<file path="src/rtl/branch_predict_unit_if.sv">
// Fetch/resolve port bundle for branch_predict_unit: IF-side lookup, EX-side resolution
// and the misprediction restore outputs.
interface branch_predict_unit_if;
  logic        stall_if;
  logic [31:0] pc_if;
  logic        pred_taken_if;
  logic [31:0] pred_target_if;
  logic        ex_inst_valid;
  logic        ex_valid;
  logic        ex_taken;
  logic [31:0] ex_target;
  logic [31:0] ex_pc;
  logic        missPrediction;
  logic [31:0] Target_PC_ID;

  modport slave (
    input  stall_if, pc_if, ex_inst_valid, ex_valid, ex_taken, ex_target, ex_pc,
    output pred_taken_if, pred_target_if, missPrediction, Target_PC_ID
  );

  modport master (
    output stall_if, pc_if, ex_inst_valid, ex_valid, ex_taken, ex_target, ex_pc,
    input  pred_taken_if, pred_target_if, missPrediction, Target_PC_ID
  );
endinterface

</file>
<file path="src/rtl/branch_predict_unit.sv">
// BTB + 2-bit counter branch predictor with IF->ID->EX prediction pipe and EX resolver.
// Optional gshare indexing is enabled with the GSHARE_EN macro.
module branch_predict_unit #(
  parameter int ENTRIES  = 16,
  parameter int GHR_BITS = 4
) (
  input logic                   clk,
  input logic                   reset,
  branch_predict_unit_if.slave  bp
);

  localparam int IDX   = $clog2(ENTRIES);
  localparam int TAG_W = 30 - IDX;

  typedef struct packed {
    logic             valid;
    logic [TAG_W-1:0] tag;
    logic [31:0]      target;
    logic [1:0]       ctr;
  } entry_t;

  typedef struct packed {
    logic           taken;
    logic [31:0]    target;
    logic [IDX-1:0] idx;
  } stage_t;

  entry_t tbl_q [ENTRIES];
  entry_t tbl_d [ENTRIES];
  stage_t id_q, id_d;
  stage_t ex_q, ex_d;

  logic [IDX-1:0] idx_if;
  entry_t         ent_if;
  logic           hit_if;
  logic           pred_taken_raw;
  logic [31:0]    pred_target_raw;

  entry_t         ent_ex;
  entry_t         ent_upd;
  logic           hit_ex;
  logic           alias_ex;
  logic           miss_raw;
  logic [31:0]    tpc_raw;

`ifdef GSHARE_EN
  logic [GHR_BITS-1:0] ghr_q, ghr_d;
  logic [IDX-1:0]      ghr_ext;

  assign ghr_ext = IDX'(ghr_q);
  assign idx_if  = bp.pc_if[IDX+1:2] ^ ghr_ext;

  // History is updated only by resolved branches, so it never needs repair on a miss.
  always_comb begin
    ghr_d = ghr_q;
    if (bp.ex_valid) ghr_d = GHR_BITS'({ghr_q, bp.ex_taken});
  end

  always_ff @(posedge clk or negedge reset) begin
    if (!reset) ghr_q <= '0;
    else        ghr_q <= ghr_d;
  end
`else
  assign idx_if = bp.pc_if[IDX+1:2];
`endif

  // IF lookup reads the pre-update table contents; no bypass from the EX write.
  always_comb begin
    ent_if          = tbl_q[idx_if];
    hit_if          = ent_if.valid && (ent_if.tag == bp.pc_if[31:IDX+2]);
    pred_taken_raw  = hit_if && ent_if.ctr[1];
    pred_target_raw = pred_taken_raw ? ent_if.target : bp.pc_if + 32'd4;
  end

  always_comb begin
    ent_ex   = tbl_q[ex_q.idx];
    hit_ex   = ent_ex.valid && (ent_ex.tag == bp.ex_pc[31:IDX+2]);
    alias_ex = bp.ex_inst_valid && !bp.ex_valid && ex_q.taken;
    if (bp.ex_valid)
      miss_raw = (bp.ex_taken != ex_q.taken) ||
                 (bp.ex_taken && (bp.ex_target != ex_q.target));
    else
      miss_raw = alias_ex;
    tpc_raw = (bp.ex_valid && bp.ex_taken) ? bp.ex_target : bp.ex_pc + 32'd4;
  end

  assign bp.pred_taken_if  = reset && pred_taken_raw;
  assign bp.pred_target_if = reset ? pred_target_raw : 32'd0;
  assign bp.missPrediction = reset && miss_raw;
  assign bp.Target_PC_ID   = (reset && miss_raw) ? tpc_raw : 32'd0;

  // A miss flushes both stages; flush wins over stall.
  always_comb begin
    id_d = id_q;
    ex_d = ex_q;
    if (miss_raw) begin
      id_d = '0;
      ex_d = '0;
    end else if (!bp.stall_if) begin
      id_d = '{taken: pred_taken_raw, target: pred_target_raw, idx: idx_if};
      ex_d = id_q;
    end
  end

  always_comb begin
    tbl_d   = tbl_q;
    ent_upd = ent_ex;
    if (bp.ex_valid && hit_ex) begin
      if (bp.ex_taken) begin
        if (ent_upd.ctr != 2'b11) ent_upd.ctr = ent_upd.ctr + 2'd1;
        ent_upd.target = bp.ex_target;
      end else if (ent_upd.ctr != 2'b00) begin
        ent_upd.ctr = ent_upd.ctr - 2'd1;
      end
    end else if (bp.ex_valid && bp.ex_taken) begin
      ent_upd.valid  = 1'b1;
      ent_upd.tag    = bp.ex_pc[31:IDX+2];
      ent_upd.target = bp.ex_target;
      ent_upd.ctr    = 2'b10;
    end else if (alias_ex) begin
      ent_upd.valid = 1'b0;
    end
    tbl_d[ex_q.idx] = ent_upd;
  end

  always_ff @(posedge clk or negedge reset) begin
    if (!reset) begin
      for (int i = 0; i < ENTRIES; i++) begin
        tbl_q[i] <= '{valid: 1'b0, tag: '0, target: '0, ctr: 2'b01};
      end
      id_q <= '0;
      ex_q <= '0;
    end else begin
      tbl_q <= tbl_d;
      id_q  <= id_d;
      ex_q  <= ex_d;
    end
  end

endmodule

</file>
<file path="src/flat_wrapper.sv">
// flat-port wrapper written by rule: the top's interface ports become plain ports
module branch_predict_unit_flat 
#(
  parameter int ENTRIES  = 16,
  parameter int GHR_BITS = 4
)
  (clk, reset, bp_stall_if, bp_pc_if, bp_ex_inst_valid, bp_ex_valid, bp_ex_taken, bp_ex_target, bp_ex_pc, bp_pred_taken_if, bp_pred_target_if, bp_missPrediction, bp_Target_PC_ID);
  branch_predict_unit_if bp_i ();
  input logic clk;
  input logic reset;
  input wire logic [$bits(bp_i.stall_if)-1:0] bp_stall_if;
  input wire logic [$bits(bp_i.pc_if)-1:0] bp_pc_if;
  input wire logic [$bits(bp_i.ex_inst_valid)-1:0] bp_ex_inst_valid;
  input wire logic [$bits(bp_i.ex_valid)-1:0] bp_ex_valid;
  input wire logic [$bits(bp_i.ex_taken)-1:0] bp_ex_taken;
  input wire logic [$bits(bp_i.ex_target)-1:0] bp_ex_target;
  input wire logic [$bits(bp_i.ex_pc)-1:0] bp_ex_pc;
  output wire logic [$bits(bp_i.pred_taken_if)-1:0] bp_pred_taken_if;
  output wire logic [$bits(bp_i.pred_target_if)-1:0] bp_pred_target_if;
  output wire logic [$bits(bp_i.missPrediction)-1:0] bp_missPrediction;
  output wire logic [$bits(bp_i.Target_PC_ID)-1:0] bp_Target_PC_ID;
  assign bp_i.stall_if = bp_stall_if;
  assign bp_i.pc_if = bp_pc_if;
  assign bp_i.ex_inst_valid = bp_ex_inst_valid;
  assign bp_i.ex_valid = bp_ex_valid;
  assign bp_i.ex_taken = bp_ex_taken;
  assign bp_i.ex_target = bp_ex_target;
  assign bp_i.ex_pc = bp_ex_pc;
  assign bp_pred_taken_if = bp_i.pred_taken_if;
  assign bp_pred_target_if = bp_i.pred_target_if;
  assign bp_missPrediction = bp_i.missPrediction;
  assign bp_Target_PC_ID = bp_i.Target_PC_ID;
  branch_predict_unit #(.ENTRIES(ENTRIES), .GHR_BITS(GHR_BITS)) u_core (.clk(clk), .reset(reset), .bp(bp_i));
endmodule
</file>
<file path="config.mk">
export PLATFORM = sky130hd
export DESIGN_NAME = branch_predict_unit_flat
export DESIGN_NICKNAME = d
export VERILOG_FILES = /design/src/rtl/branch_predict_unit_if.sv /design/src/rtl/branch_predict_unit.sv /design/src/flat_wrapper.sv
export SDC_FILE = /design/constraint.sdc
export NUM_CORES = 2
export LEC_CHECK = 0
export ABC_AREA = 0
export BUFFER_PORTS_ARGS = -buffer_cell sky130_fd_sc_hd__buf_2
export CAP_MARGIN = 40
export CELL_PAD_IN_SITES_DETAIL_PLACEMENT = 0
export CELL_PAD_IN_SITES_GLOBAL_PLACEMENT = 1
export CORE_ASPECT_RATIO = 0.75
export CORE_UTILIZATION = 51
export CTS_BUF_LIST = sky130_fd_sc_hd__clkbuf_8 sky130_fd_sc_hd__clkbuf_16
export DETAILED_ROUTE_END_ITERATION = 10
export PLACE_DENSITY = 0.77
export SLEW_MARGIN = 5
export SYNTH_ARGS = -nofsm -noshare
export SYNTH_HDL_FRONTEND = slang
export SYNTH_SLANG_ARGS = --single-unit
export TNS_END_PERCENT = 50
</file>
<file path="constraint.sdc">
create_clock -name clk -period 4.8 [get_ports clk]
set_input_delay 0.48 -clock clk [delete_from_list [all_inputs] [get_ports clk]]
set_output_delay 0.48 -clock clk [all_outputs]
set_load 0.01 [all_outputs]
</file>
==> metrics <==
clk_lat worst skew 0.75 ns; Die ar. 115000 µm²; Crit Reg-Reg Endpoint u_core.tbl_q[102]; Synth async-reset ratio 100%; Area contributors post-synth dfrtp_1, mux4_2, nand2_1; Post-Syn Area per Cell 11.1 µm²; Slew headroom 31.0%; WP data arrival 4.31 ns; synthesized-area fraction occupied by adder cells 0.0432%; EDFF count, synth 0; register area share after synthesis 45.4%; core area 112000 µm²; CTS tree built; Remaining DRCs 0; Sink Count 1050; Worst Setup Slack, final 0.0101 ns; VDD IR max 0.300 mV; Routed WL 213000 µm; Comb power frac 35.5%; Hold Slack 0.251 ns; # fillers 9461; critical path cell sequence mux4_4, mux4_2, xnor2_4, nand2_1, nor4_4, nand4_2, or3_4, buf_12, mux2i_1, nor2b_1, buf_2; final hold vios 0; synth warn 0; Synth area leader dfrtp_1; Routed WL per cell 30.7 µm; outcome finished clean; placed cell count 6724; Peak Freq 0.209 GHz; r2r startpoint u_core.ex_q[3]; CTS Buffer Depth 3; most frequent cell after synthesis dfrtp_1; worst path bufs/invs 2; Die X 391 µm; syn_nets 5340; Sw Pwr 13.5 mW; fraction of layout cells with a size suffix above 1 24.3%; non-filler cells, final 6931; fin crit share 99.8%; Clk pwr share 23.3%; register share of total power 41.2%; max-slew violation count 0; simple-gate share of the synthesized area 10.8%; cell area power density 564 nW/µm²; H-tree Lvls 3; Worst Tran Pin Value 1.03 ns; Net Sw Frac 36.7%; Distinct cells, synth 81; final antenna-violating net count 0; Post-synth top flop dfrtp_1; first-pass GRT wire length 313000 µm; post-route minimum period 4.79 ns; compound-gate portion of the synthesized area 13.0%; GRT Residual Overflow 0; worst slack, placed 0.106 ns; r2r setup slk 0.16 ns; Crit Path Category reg2out; largest net degree at the start of global routing 155; vias in the first global route 44.6k; post-synthesis cell count 5236; DR vias/cell 6.72; MaxCap Viol Count 0; clk_skew 0.0309 ns; Top delay family on crit path multiplexers; static leakage 27.4 nW; Post-DP HPWL 146000 µm; Die H 294 µm; RSZ-0062 raised after global routing yes; share of the synthesized area in the top cell type 44.7%; Synth top cells by count dfrtp_1, nand2_1, o21ai_0; critical-path maximum fanout 31; register bit count reported by yosys 1050; Area Overhead vs Synth 13.2%; count of final setup violators 0; post-route setup TNS 0 ns; Worst EP required 4.32 ns; slowest CP cell mux4_4; CTS Root Cell clkbuf_16; R2R depth 12; Setup crit end kind output pin; Post-Syn Area 57900 µm²; initial core utilization 51.7%; Startpoint Class flip-flop; multiplexer share of the synthesized area 24.6%; CTS buffer count 106; drt pass-1 iters 6; internal cell power 23.4 mW; Layout Nets 5430; Total Routing Usage GR 37.5%; GPL Wtd Cong 1.03; XOR/XNOR Fraction of Synth Area 1.88%; Tot Pwr 37.0 mW; DRT iter0 DRCs 5862; CP max stage delay 0.60 ns; worst hold path class in2async; largest family of logic cells by synthesized area multiplexers; site row count 106; routed via count 46.6k; I/O Buffers 167; Top-Level Pins 168; initial antenna violation count 11; CTS clk-pin slew, worst paths 0.07 ns
## worst reg2reg max path: stages, from the launching register on
cell and delay, ns:
dfrtp_4 0.86, buf_4 0.43, mux2i_1 0.30, o22ai_1 0.14, a221oi_1 0.55, o2111ai_1 0.21, a22o_1 0.25, nor4_1 0.38
and4_2 0.46, buf_4 0.32, nor3_2 0.15, buf_6 0.22, o31ai_1 0.26
## metrics by stage
stage	utilization (%)	instance area, µm²
floorplan	-	57900
global placement	54.9	61400
detailed placement	55.2	61800
CTS	58.5	65400
global route	58.5	65500
finish	58.5	65500
## cells in the final DEF (no fill, tap or decap), types with 18 or more instances in the layout
cell type / n
buf_2: 162
mux4_2: 501
o21ai_0: 572
nor4_1: 20
o22ai_1: 18
buf_12: 55
inv_1: 39
nand3_1: 54
buf_4: 266
xnor2_1: 54
nand4_1: 22
xor2_1: 69
a211oi_1: 36
nand2_1: 798
mux2i_1: 251
o31ai_1: 146
a21oi_1: 19
mux2_2: 35
clkbuf_16: 108
a22oi_1: 34
clkinv_2: 23
nor2b_1: 45
o21ai_1: 34
dfrtp_1: 1030
clkbuf_8: 21
a31oi_1: 293
nor2_1: 417
## cell type report
| cell class | count | area, µm² | share of cell area (%) |
|---|---|---|---|
| repair buffers | 499 | 4210 | 6.42 |
| flip-flops and latches | 1050 | 26300 | 40.2 |
| diodes | 5 | 12.5 | 0.0191 |
| clock inverters | 67 | 593 | 0.905 |
| well taps | 1512 | 1890 | 2.89 |
| clock buffers | 129 | 2990 | 4.57 |
| multi-input cells | 3651 | 29400 | 44.9 |
| inverters | 18 | 70.1 | 0.107 |
## power by group through the flow
| stage | sequential, mW | combinational (mW) | clock (mW) |
|---|---|---|---|
| 2_1_floorplan | 14.1 | 8.86 | 0 |
| 6_report | 15.2 | 13.1 | 8.63 |
| 3_3_place_gp | 15.0 | 12.5 | 0 |
| 3_5_place_dp | 15.2 | 12.8 | 0 |
| 4_1_cts | 15.1 | 12.9 | 8.70 |
| 5_1_grt | 15.6 | 14.1 | 9.05 |
## kinds of logic (layout without fill, tap and decap cells)
logic type | Yosys count | after routing
compound gates | 1243 | 1243
xor+xnor | 124 | 124
fa+ha+maj | 2 | 2
buf+inv | 535 | 713
flops | 1050 | 1050
mux | 791 | 791
other cells | 0 | 5
simple gates | 1491 | 1491
## worst max path at each step
| stage | to | cells past startpoint | start |
|---|---|---|---|
| after floorplan | bp_pred_target_if[2] | 13 | bp_pc_if[3] |
| after global placement | bp_pred_target_if[12] | 14 | bp_pc_if[2] |
| after detailed placement | bp_pred_target_if[2] | 14 | bp_pc_if[2] |
| after CTS | bp_pred_target_if[3] | 15 | u_core.tbl_q[119] |
| after global routing | bp_pred_target_if[12] | 11 | u_core.tbl_q[280] |
| final | bp_pred_target_if[12] | 11 | u_core.tbl_q[280] |
## registers in the layout (all words and copies together) (netlist names)
name / flops
u_core.tbl_q: 976
u_core.ex_q: 37
u_core.id_q: 37
## per-layer routing
metal | GRT usage, % | vias to the layer above | wire, µm
met5 | 0 | - | 8
met4 | 11.2 | 2 | 6660
met3 | 14.0 | 401 | 29900
met2 | 50.8 | 2882 | 87300
met1 | 55.8 | 23700 | 89200
li1 | - | 19600 | -
## repair_timing
item                                   4_1_cts  5_1_grt
pin swaps                                    0        1
setup buffers                                0        5
hold buffers                                 1        0
endpoints found under the hold margin       54        0
setup endpoints to repair                   31      290
resized for setup                            5        5
Power figures use the tool's default switching activity.
